`src/rtl/cruzamento_ctrl_pkg.sv`:
```
// Shared definitions for the two-road intersection controller.
//   - estado_e : FSM state encoding (all-red clearances, greens, yellows)
//   - *_DEF    : default interval lengths in clock cycles
//   - W_DEF    : default width of the interval timer
package cruzamento_ctrl_pkg;

  localparam int unsigned T_VERDE_DEF   = 8;
  localparam int unsigned T_AMARELO_DEF = 3;
  localparam int unsigned T_VERM_DEF    = 2;
  localparam int unsigned W_DEF         = 8;

  // VERM_BA: all-red after B's yellow, leads to A green.
  // VERM_AB: all-red after A's yellow, leads to B green.
  typedef enum logic [2:0] {
    VERM_BA = 3'd0,
    A_VERDE = 3'd1,
    A_AMAR  = 3'd2,
    VERM_AB = 3'd3,
    B_VERDE = 3'd4,
    B_AMAR  = 3'd5
  } estado_e;

endpackage

```
`src/rtl/temporizador.sv`:
```
// Interval down counter.
//   clk        : clock, rising edge
//   res        : asynchronous active-high reset, loads RST_VAL
//   load_i     : load load_val_i this cycle (new interval starts)
//   load_val_i : interval length minus one
//   timeout_o  : high while the count is zero (last cycle of the interval)
// The count saturates at zero so timeout_o stays high until the next load.
module temporizador #(
  parameter int unsigned W       = 8,
  parameter logic [W-1:0] RST_VAL = '0
) (
  input  logic         clk,
  input  logic         res,
  input  logic         load_i,
  input  logic [W-1:0] load_val_i,
  output logic         timeout_o
);

  logic [W-1:0] cnt_d, cnt_q;

  always_comb begin
    cnt_d = cnt_q;
    if (load_i) begin
      cnt_d = load_val_i;
    end else if (cnt_q != '0) begin
      cnt_d = cnt_q - 1'b1;
    end
  end

  always_ff @(posedge clk or posedge res) begin
    if (res) begin
      cnt_q <= RST_VAL;
    end else begin
      cnt_q <= cnt_d;
    end
  end

  assign timeout_o = (cnt_q == '0);

endmodule

```
`src/rtl/cruzamento_ctrl.sv`:
```
// Two-road traffic light controller with request latches.
//   clk, res                    : clock (rising edge), async active-high reset
//   CAR_A, CAR_B                : vehicle request per road (level or pulse)
//   VERDE_x/AMARELO_x/VERMELHO_x: lamps per road, Moore outputs of the state
//   TIMEOUT                     : last cycle of the current timed interval
//   PEND_A, PEND_B              : latched, not-yet-served requests
// Green rests on the current road until the minimum green has elapsed and the
// other road has a pending request; pending requests are never dropped.
module cruzamento_ctrl
  import cruzamento_ctrl_pkg::*;
#(
  parameter int unsigned T_VERDE   = T_VERDE_DEF,
  parameter int unsigned T_AMARELO = T_AMARELO_DEF,
  parameter int unsigned T_VERM    = T_VERM_DEF,
  parameter int unsigned W         = W_DEF
) (
  input  logic clk,
  input  logic res,
  input  logic CAR_A,
  input  logic CAR_B,
  output logic VERDE_A,
  output logic AMARELO_A,
  output logic VERMELHO_A,
  output logic VERDE_B,
  output logic AMARELO_B,
  output logic VERMELHO_B,
  output logic TIMEOUT,
  output logic PEND_A,
  output logic PEND_B
);

  localparam logic [W-1:0] LdVerde   = W'(T_VERDE - 1);
  localparam logic [W-1:0] LdAmarelo = W'(T_AMARELO - 1);
  localparam logic [W-1:0] LdVerm    = W'(T_VERM - 1);

  estado_e      state_d, state_q;
  logic         pend_a_d, pend_a_q;
  logic         pend_b_d, pend_b_q;
  logic         timeout;
  logic         load;
  logic [W-1:0] load_val;

  always_comb begin
    state_d = state_q;
    unique case (state_q)
      VERM_BA: if (timeout)            state_d = A_VERDE;
      A_VERDE: if (timeout && pend_b_q) state_d = A_AMAR;
      A_AMAR:  if (timeout)            state_d = VERM_AB;
      VERM_AB: if (timeout)            state_d = B_VERDE;
      B_VERDE: if (timeout && pend_a_q) state_d = B_AMAR;
      B_AMAR:  if (timeout)            state_d = VERM_BA;
      default:                         state_d = VERM_BA;
    endcase
  end

  // Timer restarts on every state change with the new state's interval.
  always_comb begin
    load     = (state_d != state_q);
    load_val = LdVerm;
    unique case (state_d)
      A_VERDE, B_VERDE: load_val = LdVerde;
      A_AMAR, B_AMAR:   load_val = LdAmarelo;
      default:          load_val = LdVerm;
    endcase
  end

  // Requests are ignored while their own road is green; entry into the
  // served green clears the latch and overrides a same-cycle set.
  always_comb begin
    pend_a_d = pend_a_q | (CAR_A && (state_q != A_VERDE));
    pend_b_d = pend_b_q | (CAR_B && (state_q != B_VERDE));
    if (state_d == A_VERDE && state_q != A_VERDE) pend_a_d = 1'b0;
    if (state_d == B_VERDE && state_q != B_VERDE) pend_b_d = 1'b0;
  end

  always_ff @(posedge clk or posedge res) begin
    if (res) begin
      state_q  <= VERM_BA;
      pend_a_q <= 1'b0;
      pend_b_q <= 1'b0;
    end else begin
      state_q  <= state_d;
      pend_a_q <= pend_a_d;
      pend_b_q <= pend_b_d;
    end
  end

  temporizador #(
    .W       (W),
    .RST_VAL (LdVerm)
  ) u_temporizador (
    .clk        (clk),
    .res        (res),
    .load_i     (load),
    .load_val_i (load_val),
    .timeout_o  (timeout)
  );

  always_comb begin
    VERDE_A    = 1'b0;
    AMARELO_A  = 1'b0;
    VERMELHO_A = 1'b0;
    VERDE_B    = 1'b0;
    AMARELO_B  = 1'b0;
    VERMELHO_B = 1'b0;
    unique case (state_q)
      A_VERDE: begin VERDE_A   = 1'b1; VERMELHO_B = 1'b1; end
      A_AMAR:  begin AMARELO_A = 1'b1; VERMELHO_B = 1'b1; end
      B_VERDE: begin VERDE_B   = 1'b1; VERMELHO_A = 1'b1; end
      B_AMAR:  begin AMARELO_B = 1'b1; VERMELHO_A = 1'b1; end
      default: begin VERMELHO_A = 1'b1; VERMELHO_B = 1'b1; end
    endcase
  end

  assign TIMEOUT = timeout;
  assign PEND_A  = pend_a_q;
  assign PEND_B  = pend_b_q;

endmodule

```
`config.mk`:
```
export PLATFORM = sky130hd
export DESIGN_NAME = cruzamento_ctrl
export DESIGN_NICKNAME = d
export VERILOG_FILES = /design/src/rtl/cruzamento_ctrl_pkg.sv /design/src/rtl/temporizador.sv /design/src/rtl/cruzamento_ctrl.sv
export SDC_FILE = /design/constraint.sdc
export NUM_CORES = 1
export LEC_CHECK = 0
export ABC_AREA = 1
export BUFFER_PORTS_ARGS = -buffer_cell sky130_fd_sc_hd__buf_2
export CORE_MARGIN = 2
export CORE_UTILIZATION = 55
export DETAILED_ROUTE_END_ITERATION = 10
export MAX_ROUTING_LAYER = met4
export PLACE_DENSITY = 0.74
export RECOVER_POWER = 25
export SLEW_MARGIN = 20
export SYNTH_ARGS = -nofsm -noshare
export SYNTH_HDL_FRONTEND = slang
export SYNTH_HIERARCHICAL = 1
export SYNTH_SLANG_ARGS = --single-unit
export TNS_END_PERCENT = 20
```
`constraint.sdc`:
```
create_clock -name clk -period 2.88 [get_ports clk]
set_clock_uncertainty 0.05 [all_clocks]
set_input_delay 0.576 -clock clk [delete_from_list [all_inputs] [get_ports clk]]
set_output_delay 0.576 -clock clk [all_outputs]
set_load 0.01 [all_outputs]
```
==> run metrics <==
outcome finished clean; Worst path max stage delay 0.37 ns; share of synthesized area occupied by flip-flops and latches 0.343; most used cell, CP sky130_fd_sc_hd__nand2_1; launching instance or port of the critical path u_temporizador/cnt_q[0]$_DFFE_PP1P_; layout-stage area growth over the synthesis result 12.1%; worst hold path type input port to asynchronous set/reset pin; arrival time at the worst endpoint 2.61 ns; Reg clk slew, reported paths 0.08 ns; worst slack at placement 0.466 ns; mapped cell area 953 um^2; CTS root buffer sky130_fd_sc_hd__clkbuf_4; global routing usage summed across all routing layers 0.228; crit path setup slack, layout 0.439 ns; # placed instances 171; hold violation count in the final report 0; number of buffers created by CTS 3; final max-slew violation count 0; GRT Residual Overflow 0; number of standard cells in the final layout excluding fillers 175; critical path startpoint category register; routed len/inst 10.8 um; starting density of the core 0.571; Min Clock Period, post-route 2.44 ns; vias in the first global route 812; final wirelength 1890 um; IR Drop Worst-Case VDD 156 uV; maximum number of pins on one net before global-route repair 10; static leakage 0.646 nW; reg-to-reg critical path startpoint u_temporizador/cnt_q[0]$_DFFE_PP1P_; overall die width 45.6 um; initial antenna violation count 0; Residual DRC 0; fmax 410 MHz; Int Power 238 uW; Register Area 327 um^2; insertion delay of the later-clocked pin in the worst-skew pair 0.28 ns; library cells used by synthesis 23; CTS tree yes; data required time at the worst endpoint 3.05 ns; Vias/cell 5.02; clock group share of total power 0.380; power after layout 306 uW; first-pass GRT wire length 3290 um; synthesized netlist cell count 139; Critical Path End Type register; area of combinational cells with multiple inputs 544 um^2; register bit total from synthesis 13; Post-CTS Repair Setup Buffers 0; HPWL after DPL 1520 um; library cell contributing the largest single delay on the critical path sky130_fd_sc_hd__dfstp_2; count of nets left with antenna violations after detail routing 0; final net count 164; buffer depth of the longest clock path 2; post-cts sizing count 0; core region area 1670 um^2; share of cells above drive strength 1 0.247; post-detailed-placement cell area 1040 um^2; share of total power consumed by net switching 0.222; Ant. Diodes 0; worst setup path class register to register; placer's final routability congestion estimate 0.931; y dimension of the die 45.6 um; chain of cells forming the critical path inv_1, ha_1, nand2_4, nor2_8, nand2_1, nand3_1, nand2_1, inv_2, nand2_2, nand2_1, nand4_1, buf_4, nor2_4, nand3_1, nand2_1; post-layout util 0.640; Sum Neg Setup Slack 0 ns; final worst-path cycle share 0.848; power density cells 286 nW/um^2; sequential cell fraction of total power 0.596; capturing point of the worst reg2reg path u_temporizador/cnt_q[5]$_DFFE_PP0P_; buffers added on ports 12; Post-Syn Area per Cell 6.86 um^2; number of placement rows 15; First-pass DRT Iterations 4; Detailed Route Iter0 Violations 30; number of buffers inserted by hold repair at cts 0; share of power burned in combinational logic 0.023; maxcap violations 0; Fill cells 156; worst hold margin 0.142 ns; TritonCTS Sinks 13; area of the die 2080 um^2; via total after detailed routing 879; Non-Filler Cell Area, Final 1070 um^2; final number of setup-violating endpoints 0; Top-Level Pins 13; count of cells along the worst register-to-register path 15; RSZ-0062 raised after global routing false; largest driver fanout on the critical path 9; H-tree Lvls 1; power dissipated by switching net loads 67.8 uW; number of synthesis warnings 6; Register-to-Register Setup Slack 0.44 ns
==> logic make-up (layout without fill, tap and decap cells) <==
group | count (synthesis) | in the layout | share of synthesized area
DFF | 13 | 13 | 0.343
and+or+nand+nor | 87 | 87 | 0.446
adders and majority gates | 1 | 1 | 0.0131
buffers and inverters | 24 | 39 | 0.102
AOI/OAI and AO/OA | 10 | 10 | 0.0643
other | 1 | 5 | 0.00393
xor gates and xnor gates | 3 | 3 | 0.0276
==> layer usage <==
| layer | GRT usage | wire length [um] |
|---|---|---|
| met1 | 0.303 | 884 |
| met2 | 0.324 | 890 |
| met3 | 0.0516 | 94 |
| met4 | 0.112 | 19 |
| met5 | - | 0 |
==> power by group through the flow <==
| stage | logic [mW] | registers [mW] | clock network, mW |
|---|---|---|---|
| after floorplan | 0.00417 | 0.186 | 0 |
| after global placement | 0.00739 | 0.186 | 0 |
| after detailed placement | 0.00758 | 0.186 | 0 |
| after CTS | 0.00759 | 0.182 | 0.123 |
| after global routing | 0.00900 | 0.182 | 0.129 |
| final | 0.00717 | 0.182 | 0.116 |
==> layout make-up <==
| cell class | count | area share |
|---|---|---|
| repair buffers | 13 | 0.0632 |
| flip-flops and latches | 13 | 0.306 |
| inverters | 22 | 0.0773 |
| clock buffers | 4 | 0.0246 |
| multi-input cells | 106 | 0.509 |
| well taps | 17 | 0.0199 |
==> layout by cell type (no fill, tap or decap) <==
cell                        n
sky130_fd_sc_hd__clkbuf_4   3
sky130_fd_sc_hd__nor2_4     2
sky130_fd_sc_hd__inv_1     18
sky130_fd_sc_hd__conb_1     5
sky130_fd_sc_hd__o21ai_2    2
sky130_fd_sc_hd__nand3_2    2
sky130_fd_sc_hd__clkbuf_1   1
sky130_fd_sc_hd__nor2_1    15
sky130_fd_sc_hd__a21oi_1    3
sky130_fd_sc_hd__dfstp_2    1
sky130_fd_sc_hd__nor2_8     1
sky130_fd_sc_hd__a21oi_2    1
sky130_fd_sc_hd__nor2_2     2
sky130_fd_sc_hd__buf_2     12
sky130_fd_sc_hd__inv_2      4
sky130_fd_sc_hd__o21ai_0    4
sky130_fd_sc_hd__buf_4      1
sky130_fd_sc_hd__nand2_2    6
sky130_fd_sc_hd__ha_1       1
sky130_fd_sc_hd__xor2_1     2
sky130_fd_sc_hd__nand4_1    3
sky130_fd_sc_hd__nand2_4    2
sky130_fd_sc_hd__nand3_1   10
sky130_fd_sc_hd__xnor2_1    1
sky130_fd_sc_hd__nand2_1   44
sky130_fd_sc_hd__dfrtp_1   12
==> cell usage after synthesis (all sizes together) <==
cell type / number / area [um^2]
nand2: 52 / 225
inv: 22 / 82.6
nor2: 20 / 111
dfrtp: 12 / 300
nand3: 12 / 70.1
o21ai: 6 / 37.5
a21oi: 4 / 23.8
nand4: 3 / 18.8
buf: 2 / 15.0
xor2: 2 / 17.5
conb: 1 / 3.75
dfstp: 1 / 26.3
ha: 1 / 12.5
xnor2: 1 / 8.76
==> critical path: cells and delay by family (launching register included) <==
family / cells / cell delay, ns
adder cells (fa/ha/maj): 1 / 0.30
buffers and inverters: 3 / 0.43
AND/OR/NAND/NOR: 11 / 1.23
flip-flops: 1 / 0.37
==> worst max path at each step <==
stage / endpoint
2_1_floorplan: u_temporizador/cnt_q[1]$_DFFE_PP0P_
3_3_place_gp: u_temporizador/cnt_q[5]$_DFFE_PP0P_
3_5_place_dp: u_temporizador/cnt_q[5]$_DFFE_PP0P_
4_1_cts: u_temporizador/cnt_q[5]$_DFFE_PP0P_
5_1_grt: u_temporizador/cnt_q[0]$_DFFE_PP1P_
6_report: u_temporizador/cnt_q[5]$_DFFE_PP0P_
==> sequential cells by signal (all words and copies together), names as in the netlist <==
register              cells
PEND_B                    1
u_temporizador/cnt_q      8
PEND_A                    1
state_q                   3
(Power assumes the default switching activity.)
